$ cat config.mk
export PLATFORM = sky130hd
export DESIGN_NAME = pc_gen
export DESIGN_NICKNAME = d
export VERILOG_FILES = /design/src/rtl/pc_pkg.sv /design/src/rtl/pc_ras.sv /design/src/rtl/pc_gen.sv
export SDC_FILE = /design/constraint.sdc
export NUM_CORES = 1
export LEC_CHECK = 0
export CORE_AREA = 2 2 104 106
export CTS_CLUSTER_SIZE = 16
export DETAILED_ROUTE_END_ITERATION = 8
export DIE_AREA = 0 0 106 108
export HOLD_SLACK_MARGIN = 0.15
export PLACE_DENSITY = 0.7
export SLEW_MARGIN = 20
export SYNTH_ARGS = -nofsm -noshare
export SYNTH_HDL_FRONTEND = slang
export SYNTH_SLANG_ARGS = --single-unit
$ cat constraint.sdc
create_clock -name clk -period 6.4 [get_ports clk]
set_input_delay 1.6 -clock clk [delete_from_list [all_inputs] [get_ports clk]]
set_output_delay 1.6 -clock clk [all_outputs]
set_load 0.05 [all_outputs]
$ cat src/rtl/pc_pkg.sv
// Shared definitions for the program-counter generator.
//   DEF_ADDR_W / DEF_STEP / DEF_RESET_PC : default parameter values for pc_gen
//   pc_src_e                             : encoding of the selected next-PC source
package pc_pkg;

    localparam int DEF_ADDR_W   = 18;
    localparam int DEF_STEP     = 4;
    localparam int DEF_RESET_PC = 0;

    typedef enum logic [1:0] {
        SRC_SEQ   = 2'd0,
        SRC_JUMP  = 2'd1,
        SRC_RET   = 2'd2,
        SRC_REDIR = 2'd3
    } pc_src_e;

endpackage

$ cat src/rtl/pc_ras.sv
// Return-address stack: circular buffer of RAS_DEPTH entries with a top
// pointer and an occupancy count. State updates on the falling clock edge.
//   clk, rst_n        : clock (falling-edge active), async active-low reset
//   push, push_data   : write push_data at top+1; oldest entry lost when full
//   pop               : discard entry[top]; ignored (underflow event) when empty
//   top_data          : entry[top], valid when !empty
//   empty, full       : occupancy status
//   ovf_evt, unf_evt  : single-cycle push-while-full / pop-while-empty events
module pc_ras
    import pc_pkg::*;
#(
    parameter int ADDR_W    = DEF_ADDR_W,
    parameter int RAS_DEPTH = 4
) (
    input  logic              clk,
    input  logic              rst_n,
    input  logic              push,
    input  logic              pop,
    input  logic [ADDR_W-1:0] push_data,
    output logic [ADDR_W-1:0] top_data,
    output logic              empty,
    output logic              full,
    output logic              ovf_evt,
    output logic              unf_evt
);

    localparam int PTR_W = $clog2(RAS_DEPTH);

    logic [ADDR_W-1:0] entries [RAS_DEPTH];
    logic [PTR_W-1:0]  top;
    logic [PTR_W:0]    count;
    logic [PTR_W-1:0]  top_inc;

    // Pointer arithmetic wraps for free because RAS_DEPTH is a power of two.
    assign top_inc  = top + 1'b1;
    assign top_data = entries[top];
    assign empty    = (count == '0);
    assign full     = (count == (PTR_W+1)'(RAS_DEPTH));
    assign ovf_evt  = push && full;
    assign unf_evt  = pop && empty;

    always_ff @(negedge clk or negedge rst_n) begin
        if (!rst_n) begin
            top   <= '0;
            count <= '0;
        end else if (push) begin
            top <= top_inc;
            if (!full) begin
                count <= count + 1'b1;
            end
        end else if (pop && !empty) begin
            top   <= top - 1'b1;
            count <= count - 1'b1;
        end
    end

    // NOTE: the entry array has no reset; count gates every read, so the
    // contents never matter until written, and leaving them unreset keeps
    // this a plain register file / RAM.
    always_ff @(negedge clk) begin
        if (push) begin
            entries[top_inc] <= push_data;
        end
    end

endmodule

$ cat src/rtl/pc_gen.sv
// Next-fetch-address generator. Chooses between redirect, stall, return,
// jump/call and sequential increment; keeps sticky RAS/conflict flags.
// All state updates on the falling clock edge.
//   clk, rst_n                 : clock (falling-edge active), async active-low reset
//   pc_write                   : 1 = advance, 0 = hold (redirect still applies)
//   redirect_valid/redirect_pc : flush/exception redirect, highest priority
//   jump_valid/jump_target     : taken branch or jump; target is also the
//                                fallback for a return with an empty RAS
//   jump_link                  : marks a jump as a call (pushes pc_plus_step)
//   ret_valid                  : return, pops the RAS
//   pc_out, pc_plus_step       : current fetch address and its increment
//   ras_empty, ras_full        : RAS occupancy
//   ras_overflow/underflow     : sticky RAS misuse flags
//   conflict                   : sticky; jump and return requested together
module pc_gen
    import pc_pkg::*;
#(
    parameter int                ADDR_W    = DEF_ADDR_W,
    parameter int                STEP      = DEF_STEP,
    parameter logic [ADDR_W-1:0] RESET_PC  = ADDR_W'(DEF_RESET_PC),
    parameter int                RAS_DEPTH = 4
) (
    input  logic              clk,
    input  logic              rst_n,
    input  logic              pc_write,
    input  logic              redirect_valid,
    input  logic [ADDR_W-1:0] redirect_pc,
    input  logic              jump_valid,
    input  logic [ADDR_W-1:0] jump_target,
    input  logic              jump_link,
    input  logic              ret_valid,
    output logic [ADDR_W-1:0] pc_out,
    output logic [ADDR_W-1:0] pc_plus_step,
    output logic              ras_empty,
    output logic              ras_full,
    output logic              ras_overflow,
    output logic              ras_underflow,
    output logic              conflict
);

    pc_src_e           src;
    logic              advance;
    logic              push;
    logic              pop;
    logic [ADDR_W-1:0] ras_top;
    logic              ovf_evt;
    logic              unf_evt;
    logic              conflict_evt;
    logic [ADDR_W-1:0] next_pc;

    assign pc_plus_step = pc_out + ADDR_W'(STEP);

    // NOTE: every signal assigned in this block gets a default first, so no
    // path leaves it unassigned and no latch is inferred.
    always_comb begin
        src          = SRC_SEQ;
        advance      = 1'b1;
        push         = 1'b0;
        pop          = 1'b0;
        conflict_evt = 1'b0;
        if (redirect_valid) begin
            src = SRC_REDIR;
        end else if (!pc_write) begin
            advance = 1'b0;
        end else if (ret_valid) begin
            src          = SRC_RET;
            pop          = 1'b1;
            conflict_evt = jump_valid;
        end else if (jump_valid) begin
            src  = SRC_JUMP;
            push = jump_link;
        end
    end

    always_comb begin
        next_pc = pc_plus_step;
        unique case (src)
            SRC_REDIR: next_pc = redirect_pc;
            SRC_JUMP:  next_pc = jump_target;
            SRC_RET:   next_pc = ras_empty ? jump_target : ras_top;
            SRC_SEQ:   next_pc = pc_plus_step;
        endcase
    end

    pc_ras #(
        .ADDR_W    (ADDR_W),
        .RAS_DEPTH (RAS_DEPTH)
    ) u_ras (
        .clk       (clk),
        .rst_n     (rst_n),
        .push      (push),
        .pop       (pop),
        .push_data (pc_plus_step),
        .top_data  (ras_top),
        .empty     (ras_empty),
        .full      (ras_full),
        .ovf_evt   (ovf_evt),
        .unf_evt   (unf_evt)
    );

    // NOTE: sequential state uses non-blocking assignments so every register
    // samples the pre-edge values of the others.
    always_ff @(negedge clk or negedge rst_n) begin
        if (!rst_n) begin
            pc_out        <= RESET_PC;
            ras_overflow  <= 1'b0;
            ras_underflow <= 1'b0;
            conflict      <= 1'b0;
        end else begin
            if (advance) begin
                pc_out <= next_pc;
            end
            if (ovf_evt) ras_overflow  <= 1'b1;
            if (unf_evt) ras_underflow <= 1'b1;
            if (conflict_evt) conflict <= 1'b1;
        end
    end

endmodule

==> results of run 1 <==
[flip-flops by register name, indices dropped and copies added (netlist names)]
name	count
u_ras.count	3
ras_overflow	1
conflict	1
u_ras.entries	72
u_ras.top	2
ras_underflow	1
pc_out	18
[how the worst max path moves through the flow]
stage / startpoint / endpoint / cells after the start
2_1_floorplan: pc_out[11]$_DFFE_NN0P_ / pc_plus_step[17] / 6
3_3_place_gp: pc_write / u_ras.count[2]$_DFFE_NN0P_ / 8
3_5_place_dp: pc_write / u_ras.count[2]$_DFFE_NN0P_ / 8
4_1_cts: pc_out[6]$_DFFE_NN0P_ / pc_plus_step[17] / 5
5_1_grt: pc_out[6]$_DFFE_NN0P_ / pc_plus_step[17] / 5
6_report: pc_out[6]$_DFFE_NN0P_ / pc_plus_step[17] / 5
[stage by stage]
step	util [%]	setup slack (ns)	hold WS, ns	cells	setup TNS (ns)
after floorplan	-	-0.638	0.424	329	-4.88
after global placement	61.6	-0.300	0.400	599	-13.12
after detailed placement	61.6	-0.334	0.412	599	-16.06
after CTS	67.8	-0.482	0.409	697	-4.17
after global routing	69.6	-0.525	0.441	708	-4.97
final	69.6	-0.469	0.403	708	-4.15
[repair_timing]
item / 4_1_cts / 5_1_grt
setup buffers: 12 / 12
hold buffers: 0 / 0
pin swaps: 16 / 9
setup endpoints to repair: 13 / 18
resized for setup: 21 / 23
[synth_stat cells (all sizes together) (4+ instances only)]
cell type  number  area share (%)
clkbuf         13             1.1
nand3           7            0.76
o21ai           6            0.66
mux4           18             8.8
nor2           15             1.2
ha              5             1.4
and3            4            0.57
a31oi           8             1.1
and2            4            0.55
or2             5            0.68
mux2            6             1.5
o22ai          14             1.9
dfrtn          26              14
a22oi           4            0.66
a221oi          8             1.5
nand4           4            0.87
buf            10             1.2
xnor2           7             1.3
nand2          19             1.6
o2bb2ai         4            0.76
a21oi           7            0.76
nor3            8            0.98
edfxtp         72              47
inv            12            0.98
xor2            6             1.1
[layer usage]
metal,up-vias,wire [um],global-route usage [%]
met2,206,6750,39.4
met5,-,0,0
li1,1757,-,-
met1,1949,5680,35.0
met3,33,1210,4.70
met4,0,382,9.87
[power by group through the flow]
stage                     clock network [mW]  logic [mW]  registers [mW]
after floorplan                       0.0679       0.455           0.902
after detailed placement              0.0679       0.851           0.863
after CTS                              0.553       0.888           0.855
after global routing                   0.619       0.966           0.864
final                                  0.548       0.922           0.855
after global placement                0.0679       0.839           0.859
[area by class of cell]
class                           count  area, sq um  share of cell area (%)
Tap cell                          136          170                    2.39
Multi-Input combinational cell    196         1900                    26.7
Timing Repair Buffer              179         1750                    24.5
Sequential cell                    98         2810                    39.5
Inverter                           11         43.8                   0.615
Clock buffer                        9          124                    1.74
Clock inverter                     79          324                    4.55
[logic make-up after synthesis]
family | after synthesis | share of synthesized area (%)
AO/OA/AOI/OAI | 71 | 11.0
flip-flops | 98 | 61.4
buffers and inverters | 35 | 3.25
adder cells (fa/ha/maj) | 6 | 1.80
XOR/XNOR | 13 | 2.48
multiplexers | 25 | 10.5
AND/OR/NAND/NOR | 81 | 9.53
[critical path, stage by stage, from the launching register on]
cell,delay (ns)
dfrtn_1,0.49
nand4_4,0.13
or4_4,0.57
nor2_4,0.17
xor2_4,0.20
buf_12,0.16
==> impl_metrics.csv, run 1 <==
group,metric,value,unit
status,status,"finished, violations left",
status,violations,"setup timing",
clock_tree,h-tree-depth,3,
timing,slew_viol_final,0,
logic_synthesis,ys_seq_area_share,61.4,%
cells_and_area,nets,616,
cells_and_area,drive_gt1_share,36.9,%
logic_synthesis,ys_ff_latch,98,
flow_run,max_cap_violations,0,
clock_tree,clock-sinks,98,
timing,setup_viol,13,
pwr,combPwrFrac,39.7,%
worst_setup_path,crit_type,"flip-flop to output pin",
global_route,gr-usage-all-layers,25.1,%
clock_tree,cts_root_buf,"clkbuf_8",
routing,antenna_left,0,
logic_synthesis,ys_warn_count,0,
floorplan,start_util,44.8,%
min_path,holdCritPathClass,"flip-flop to flip-flop",
routing,route.detailed.wl_per_inst,19.8,um
global_route,antenna_found_initial,0,
logic_synthesis,syn_area_per_cell,13.9,sq um
floorplan,die_h,108,um
worst_setup_path,crit_path_end_kind,"output pin",
timing,slew_headroom,22.6,%
cells_and_area,fillers,708,
floorplan,pin_count,84,
routing,via_per_inst,5.57,
logic_synthesis,yosysUniqueCellTypes,55,
clock_tree,clock_latency,0.42,ns
pwr,totalPowerFinal,2.33,mW
place,place.detailed.hpwl,9430,um
clock_tree,cts_buffer_depth,2,
cells_and_area,layout_common_cells,"101 x buf_4, 82 x inv_1, 72 x edfxtp_1, 42 x clkdlybuf4s50_1, 26 x dfrtn_1",
min_path,worstHoldStart,"ras_underflow$_DFFE_NN0P_",
logic_synthesis,synth_edf_count,72,
worst_setup_path,cp_max_fo,3,
routing,drtPass1Iterations,5,
logic_synthesis,synth_fp_nets,378,
floorplan,die_area,11400,sq um
timing,rsz0062_at_grt,"yes",
pwr,p_int,1.41,mW
min_path,holdPathEnd,"ras_underflow$_DFFE_NN0P_",
worst_setup_path,crit_path_start_kind,"flip-flop",
worst_setup_path,r2r_setup_slack,3.82,ns
floorplan,std_cell_rows,37,
worst_setup_path,crit_required,4.80,ns
timing,hold_viol,0,
pwr,vdd_drop_max,0.217,mV
global_route,grt_pass1_vias,3981,
global_route,gr-total-overflow,0,
timing,tightest_slew,1.16,ns
logic_synthesis,synth_area,4580,sq um
cells_and_area,final_common_cell,"buf_4",
logic_synthesis,ys.flop_type,"edfxtp_1",
min_path,min_delay_path_depth,1,
worst_setup_path,timing.rr.end,"pc_out[9]$_DFFE_NN0P_",
logic_synthesis,synth-async-reset-ratio,26.5,%
cells_and_area,final_cell_area,7120,sq um
global_route,grt_max_degree,27,
routing,drt_wl_total,14000,um
timing,layout_setup_ws,-0.469,ns
floorplan,core-area,10200,sq um
routing,route.detailed.drc,0,
worst_setup_path,cp.arrival,5.27,ns
place,io_buffers,83,
place,dpl_cell_area,6300,sq um
clock_tree,cts_buffers,9,
timing,fin_skew,0.0769,ns
logic_synthesis,syn_inst,329,
global_route,grt_pass1_wl,21300,um
pwr,power.share.switching,39.5,%
cells_and_area,diodes,0,
cells_and_area,area_growth,55.5,%
clock_tree,clkTransAtPathRegs,0.07,ns
pwr,p_clk_share,23.6,%
routing,vias,3945,
worst_setup_path,r2r_start,"u_ras.top[0]$_DFFE_NN0P_",
pwr,p_leak,3.05,nW
routing,drt-initial-drc-count,318,
floorplan,chipWidth,106,um
pwr,p_sw,920,uW
worst_setup_path,reg2reg_depth,5,
place,place_congestion,0.897,
pwr,power.density,327,nW/um^2
clock_tree,cts_tree,"done",
pwr,pwr-share-seq,36.8,%
Note: power is estimated with default switching activity, not from simulation.
==> inputs of run 2 (changes only) <==
--- a/config.mk
+++ b/config.mk
@@ -5,12 +5,13 @@
 export SDC_FILE = /design/constraint.sdc
 export NUM_CORES = 1
 export LEC_CHECK = 0
-export CORE_AREA = 2 2 104 106
+export ABC_AREA = 1
+export CORE_AREA = 2 2 107 109
 export CTS_CLUSTER_SIZE = 16
 export DETAILED_ROUTE_END_ITERATION = 8
-export DIE_AREA = 0 0 106 108
+export DIE_AREA = 0 0 109 111
 export HOLD_SLACK_MARGIN = 0.15
-export PLACE_DENSITY = 0.7
+export PLACE_DENSITY = 0.68
 export SLEW_MARGIN = 20
 export SYNTH_ARGS = -nofsm -noshare
 export SYNTH_HDL_FRONTEND = slang
==> run 2 against run 1 <==
Against the previous run: the run still ends with setup timing left; clock skew decreased by 0.0051 ns; power increased by 5.3%; worst setup slack gained 0.24 ns; via count rose by 12%; global-route usage fell by 1.3 points; wire length is essentially flat; area after synthesis up 4.7%; non-clock buffer count fell by 31; register-to-register slack improved by 0.42 ns; sequential share of layout area fell by 0.41 points; cell count is 23% higher; largest cell class unchanged.
==> impl_metrics.csv, run 2 <==
group,metric,value,unit
min_path,holdCritPathClass,"flip-flop to flip-flop",
clock_tree,h-tree-depth,3,
logic_synthesis,ys.flop_type,"edfxtp_1",
pwr,totalPowerFinal,2.45,mW
logic_synthesis,ys_warn_count,0,
worst_setup_path,crit_path_start_kind,"flip-flop",
cells_and_area,diodes,0,
global_route,grt_pass1_vias,4465,
logic_synthesis,ys_ff_latch,98,
worst_setup_path,r2r_setup_slack,4.24,ns
timing,setup_viol,15,
flow_run,max_cap_violations,0,
worst_setup_path,slowest_delay,0.48,ns
status,status,"finished, violations left",
clock_tree,clkTransAtPathRegs,0.06,ns
worst_setup_path,timing.rr.end,"u_ras.entries[2][1]$_DFFE_NP_",
pwr,p_leak,3.26,nW
clock_tree,cts_root_buf,"clkbuf_16",
routing,drtPass1Iterations,5,
logic_synthesis,synth-async-reset-ratio,26.5,%
logic_synthesis,ys_seq_area_share,58.6,%
logic_synthesis,synth_edf_count,72,
place,dpl_cell_area,6290,sq um
cells_and_area,largest_reg_flops,72,
floorplan,core-area,11100,sq um
cells_and_area,final_common_cell,"nand2_1",
floorplan,std_cell_rows,39,
cells_and_area,final_cell_area,7200,sq um
place,io_buffers,83,
timing,tightest_slew,0.780,ns
cells_and_area,drive_gt1_share,23.4,%
min_path,worstHoldStart,"conflict$_DFFE_NN0P_",
clock_tree,cts_buffers,9,
worst_setup_path,cp-endpoint,"pc_plus_step[16]",
logic_synthesis,syn_area_per_cell,9.33,sq um
cells_and_area,area_growth,50.1,%
logic_synthesis,ys_top_cells_by_area,"edfxtp_1 45%, dfrtn_1 14%, nand2_1 13%",
worst_setup_path,r2r_start,"u_ras.top[1]$_DFFE_NN0P_",
routing,route.detailed.wl_per_inst,16.1,um
worst_setup_path,cp.arrival,5.03,ns
worst_setup_path,reg2reg_depth,6,
floorplan,die_area,12100,sq um
routing,drt-initial-drc-count,327,
worst_setup_path,crit_required,4.80,ns
timing,fin_tns_setup,-2.17,ns
routing,route.detailed.drc,0,
global_route,gr-usage-all-layers,23.8,%
status,violations,"setup timing",
cells_and_area,regMostFlops,"u_ras.entries",
floorplan,start_util,43.3,%
logic_synthesis,synth_area,4800,sq um
cells_and_area,layout_common_cells,"154 x nand2_1, 96 x inv_1, 76 x buf_4, 72 x edfxtp_1, 64 x nand3_1",
timing,slew_viol_final,0,
place,place.detailed.hpwl,9450,um
worst_setup_path,cp_cell_sequence,"ha_4 > nand3_2 > nor2_4 > nand3_1 > nand2_1 > and2_4 > buf_12",
clock_tree,clock_latency,0.42,ns
clock_tree,cts_buffer_depth,2,
clock_tree,clock-sinks,98,
worst_setup_path,crit_path_end_kind,"output pin",
floorplan,pin_count,84,
pwr,vdd_drop_max,0.202,mV
timing,fin_skew,0.0718,ns
cells_and_area,nets,772,
logic_synthesis,synth_simple_gate_area_share,28.8,%
logic_synthesis,synthXorXnorAreaFrac,2.14,%
global_route,grt_pass1_wl,22000,um
worst_setup_path,crit_path_top_delay_cell,"dfrtn_1",
worst_setup_path,cp_max_fo,3,
routing,drt_wl_total,14000,um
timing,layout_setup_ws,-0.229,ns
logic_synthesis,synth_top_area_cell,"edfxtp_1",
floorplan,chipWidth,109,um
global_route,antenna_found_initial,0,
logic_synthesis,synth_compound_area_share,3.81,%
logic_synthesis,yosys-mux-area-fraction,0,%
logic_synthesis,synth.top_cell.area_share,45.1,%
place,place_congestion,0.861,
routing,vias,4434,
cells_and_area,reg.largest.list,"u_ras.entries: 72 flops, pc_out: 18 flops, u_ras.count: 3 flops",
timing,hold_viol,0,
logic_synthesis,synth.most_common_cell,"nand2_1",
worst_setup_path,critPathLaunch,"pc_out[3]$_DFFE_NN0P_",
logic_synthesis,synth_common_cells,"163 x nand2_1, 72 x edfxtp_1, 68 x nand3_1",
worst_setup_path,crit_type,"flip-flop to output pin",
routing,antenna_left,0,
logic_synthesis,yosysUniqueCellTypes,31,
pwr,power.density,340,nW/um^2
routing,via_per_inst,5.09,
logic_synthesis,synth_fa_ha_area_share,1.72,%
global_route,gr-total-overflow,0,
clock_tree,cts_tree,"done",
floorplan,die_h,111,um
global_route,grt_max_degree,40,
logic_synthesis,synth_fp_nets,563,
timing,rsz0062_at_grt,"yes",
logic_synthesis,synth_top_family_by_area,"simple AND/OR/NAND/NOR gates",
timing,slew_headroom,48.0,%
logic_synthesis,syn_inst,514,
==> run 2: final cells by class <==
class / count / area [sq um]
clock inverters: 79 / 364
well taps: 143 / 179
repair buffers: 148 / 1540
inverters: 29 / 115
fillers: 824 / 3880
multi-input cells: 365 / 1970
flip-flops and latches: 98 / 2810
clock buffers: 9 / 225
==> run 2: metrics by stage <==
stage	instances	setup slack, ns	hold slack, ns	util [%]
after detailed placement	761	-0.185	0.407	56.7
after global routing	871	-0.287	0.417	65.0
after global placement	761	-0.109	0.403	56.7
after CTS	866	-0.206	0.408	64.1
final	871	-0.229	0.404	65.0
after floorplan	514	-0.428	0.448	-
==> run 2: what timing repair did <==
action                                  CTS  global route
resized for setup                        16            10
endpoints found under the setup margin   14            15
hold buffers                              0             0
setup buffers                            18             5
gates cloned                              0             0
pin swaps                                18            13
==> run 2: logic make-up after synthesis <==
group                    Yosys count
AO/OA/AOI/OAI                     33
XOR/XNOR                          10
adder cells (fa/ha/maj)            6
buffers and inverters             51
flip-flops                        98
AND/OR/NAND/NOR                  316
==> run 2: layer usage <==
metal | wire [um] | track usage [%] | part of all wire [%]
met1 | 5920 | 32.5 | 42
met2 | 6930 | 37.0 | 49
met3 | 963 | 5.29 | 6.9
met4 | 210 | 8.72 | 1.5
met5 | 0 | 0 | 0
==> run 2: worst max-delay path: cells and delay by family (launching register included) <==
family	cells	cell delay (ns)
and+or+nand+nor	5	0.70
adders and majority gates	1	0.17
buffers and inverters	1	0.13
DFF	1	0.48
==> run 2: worst min-delay path by stage <==
stage,to,cells past startpoint
2_1_floorplan,u_ras.count[2]$_DFFE_NN0P_,2
3_3_place_gp,conflict$_DFFE_NN0P_,1
3_5_place_dp,conflict$_DFFE_NN0P_,1
4_1_cts,conflict$_DFFE_NN0P_,1
5_1_grt,conflict$_DFFE_NN0P_,1
6_report,conflict$_DFFE_NN0P_,1
==> run 2: where the power goes <==
group / switching, mW / internal [mW]
logic: 0.574 / 0.331
clock network: 0.405 / 0.347
registers: 0.0409 / 0.750
==> inputs of run 3 (changes only) <==
--- a/config.mk
+++ b/config.mk
@@ -12,7 +12,8 @@
 export DIE_AREA = 0 0 109 111
 export HOLD_SLACK_MARGIN = 0.15
 export PLACE_DENSITY = 0.68
-export SLEW_MARGIN = 20
+export SETUP_SLACK_MARGIN = 0.05
+export SLEW_MARGIN = 40
 export SYNTH_ARGS = -nofsm -noshare
 export SYNTH_HDL_FRONTEND = slang
 export SYNTH_SLANG_ARGS = --single-unit
==> run 3 against run 2 <==
Against the previous run: the flow still finishes with violations (setup timing); worst setup slack improved by 0.0099 ns; clock-buffer cell count unchanged; highest routed layer unchanged; largest cell class unchanged; critical path type unchanged; cell count increased by 0.69%.
==> impl_metrics.csv, run 3 (synthesis gave the netlist of run 2 again) <==
group,metric,value,unit
status,status,"finished, violations left",
status,violations,"setup timing",
worst_setup_path,r2r_start,"pc_out[2]$_DFFE_NN0P_",
worst_setup_path,crit_path_top_delay_cell,"dfrtn_1",
timing,hold_viol,0,
cells_and_area,seqCellArea,2810,sq um
worst_setup_path,timing.rr.end,"pc_out[10]$_DFFE_NN0P_",
min_path,min_delay_path_depth,1,
timing,fin_skew,0.0772,ns
cells_and_area,nets,778,
place,dpl_cell_area,6290,sq um
global_route,gr-total-overflow,0,
worst_setup_path,cp_max_fo,5,
min_path,holdPathEnd,"conflict$_DFFE_NN0P_",
cells_and_area,reg.largest.list,"u_ras.entries: 72 flops, pc_out: 18 flops, u_ras.count: 3 flops",
place,dp_cells,761,
floorplan,start_util,43.3,%
routing,drt-initial-drc-count,389,
cells_and_area,fillers,848,
routing,vias,4487,
global_route,gr-usage-all-layers,24.7,%
routing,antenna_left,0,
cells_and_area,largest_reg_flops,72,
cells_and_area,fin_cells,877,
cells_and_area,area_growth,50.3,%
cells_and_area,final_common_cell,"nand2_1",
clock_tree,cts_buffer_depth,2,
global_route,grt_use_met1,33.8,%
routing,drtPass1Iterations,6,
floorplan,chipWidth,109,um
clock_tree,clock-sinks,98,
place,place.detailed.hpwl,9550,um
clock_tree,clkTransAtPathRegs,0.06,ns
clock_tree,cts_root_buf,"clkbuf_16",
routing,drt_wl_total,14300,um
worst_setup_path,crit_required,4.80,ns
routing,via_per_inst,5.12,
cells_and_area,drive_gt1_share,24.0,%
timing,slew_headroom,49.2,%
timing,whs,0.403,ns
worst_setup_path,slowest_delay,0.49,ns
cells_and_area,final_cell_area,7210,sq um
place,place_congestion,0.836,
global_route,antenna_found_initial,0,
cells_and_area,layout_common_cells,"154 x nand2_1, 96 x inv_1, 82 x buf_4, 72 x edfxtp_1, 63 x nand3_1",
min_path,holdCritPathClass,"flip-flop to flip-flop",
global_route,use_met2,37.7,%
clock_tree,h-tree-depth,3,
timing,layout_setup_ws,-0.220,ns
place,dp_slack,-0.199,ns
flow_run,max_cap_violations,0,
cells_and_area,diodes,0,
worst_setup_path,crit_type,"flip-flop to output pin",
worst_setup_path,cp_cell_sequence,"ha_4 > nand2_4 > nor2_4 > nand2_2 > xnor2_4 > buf_12",
floorplan,std_cell_rows,39,
global_route,grt_pass1_vias,4492,
clock_tree,clock_latency,0.43,ns
clock_tree,cts_buffers,9,
floorplan,core-area,11100,sq um
place,io_buffers,83,
floorplan,die_h,111,um
min_path,worstHoldStart,"conflict$_DFFE_NN0P_",
pwr,p_leak,3.28,nW
worst_setup_path,cp.arrival,5.02,ns
worst_setup_path,crit_path_start_kind,"flip-flop",
floorplan,die_area,12100,sq um
cells_and_area,multi_input_area,1970,sq um
routing,route.detailed.drc,0,
timing,tightest_slew,0.761,ns
clock_tree,hold_buffers,0,
clock_tree,cts_tree,"done",
routing,route.detailed.wl_per_inst,16.3,um
worst_setup_path,crit_path_end_kind,"output pin",
timing,slew_viol_final,0,
global_route,grt_pass1_wl,22800,um
global_route,use_met3,5.70,%
worst_setup_path,r2r_setup_slack,4.37,ns
worst_setup_path,path_delay_family,"flip-flops",
floorplan,pin_count,84,
global_route,grt_max_degree,40,
worst_setup_path,reg2reg_depth,12,
pwr,power.density,341,nW/um^2
worst_setup_path,crit_buf_inv,1,
cells_and_area,regMostFlops,"u_ras.entries",
timing,setup_viol,13,
timing,rsz0062_at_grt,"yes",
global_route,busiest_layer,"met2",
pwr,vdd_drop_max,0.180,mV
run 3: cell count changes in the layout (fill, tap and decap cells not counted), moves of 2 or more:
| cell | before | now |
|---|---|---|
| buf_12 | 24 | 21 |
| buf_4 | 76 | 82 |
| buf_6 | 3 | 5 |
| clkdlybuf4s50_1 | 44 | 42 |
| dlygate4sd2_1 | 0 | 3 |
run 3: metal layers:
layer	vias up	part of all wire, %	wire length [um]
met5	-	0	0
met4	0	2.1	302
met3	25	8.6	1220
met2	217	48	6860
met1	2098	41	5880
li1	2147	-	-
run 3: stage by stage:
stage / setup TNS, ns / utilization [%] / power (mW)
2_1_floorplan: -3.12 / - / 1.39
3_3_place_gp: -2.63 / 56.7 / 1.72
3_5_place_dp: -5.52 / 56.7 / 1.72
4_1_cts: -2.24 / 64.2 / 2.45
5_1_grt: -2.88 / 65.1 / 2.60
6_report: -2.09 / 65.1 / 2.46
run 3: worst max-delay path by stage:
| stage | start | endpoint | slack (ns) | depth (start not counted) |
|---|---|---|---|---|
| final | pc_out[2]$_DFFE_NN0P_ | pc_plus_step[10] | -0.22 | 6 |
| after global routing | pc_out[2]$_DFFE_NN0P_ | pc_plus_step[17] | -0.28 | 8 |
| after CTS | pc_out[2]$_DFFE_NN0P_ | pc_plus_step[10] | -0.22 | 6 |
| after detailed placement | jump_valid | u_ras.count[2]$_DFFE_NN0P_ | -0.20 | 9 |
| after global placement | jump_valid | u_ras.count[2]$_DFFE_NN0P_ | -0.10 | 9 |
| after floorplan | pc_out[2]$_DFFE_NN0P_ | pc_plus_step[9] | -0.43 | 4 |
run 3: cell type report:
class                   instances  area share, %
flip-flops and latches         98           39.0
multi-input cells             365           27.3
repair buffers                154           21.5
clock inverters                79           4.98
clock buffers                   9           3.12
well taps                     143           2.48
inverters                      29           1.60
run 3: power by group:
| group | internal [mW] | switching (mW) | leakage (nW) | total (mW) |
|---|---|---|---|---|
| Clock | 0.344 | 0.397 | 0.536 | 0.742 |
| Sequential | 0.750 | 0.0425 | 0.956 | 0.793 |
| Combinational | 0.343 | 0.584 | 1.79 | 0.927 |
| Total | 1.44 | 1.02 | 3.28 | 2.46 |
run 3: timing repair:
| action | in CTS | in global routing |
|---|---|---|
| buffers inserted | 23 | 9 |
| cloned | 0 | 0 |
| resized for setup | 19 | 13 |
| pin swaps | 23 | 20 |
| setup endpoints to repair | 17 | 15 |
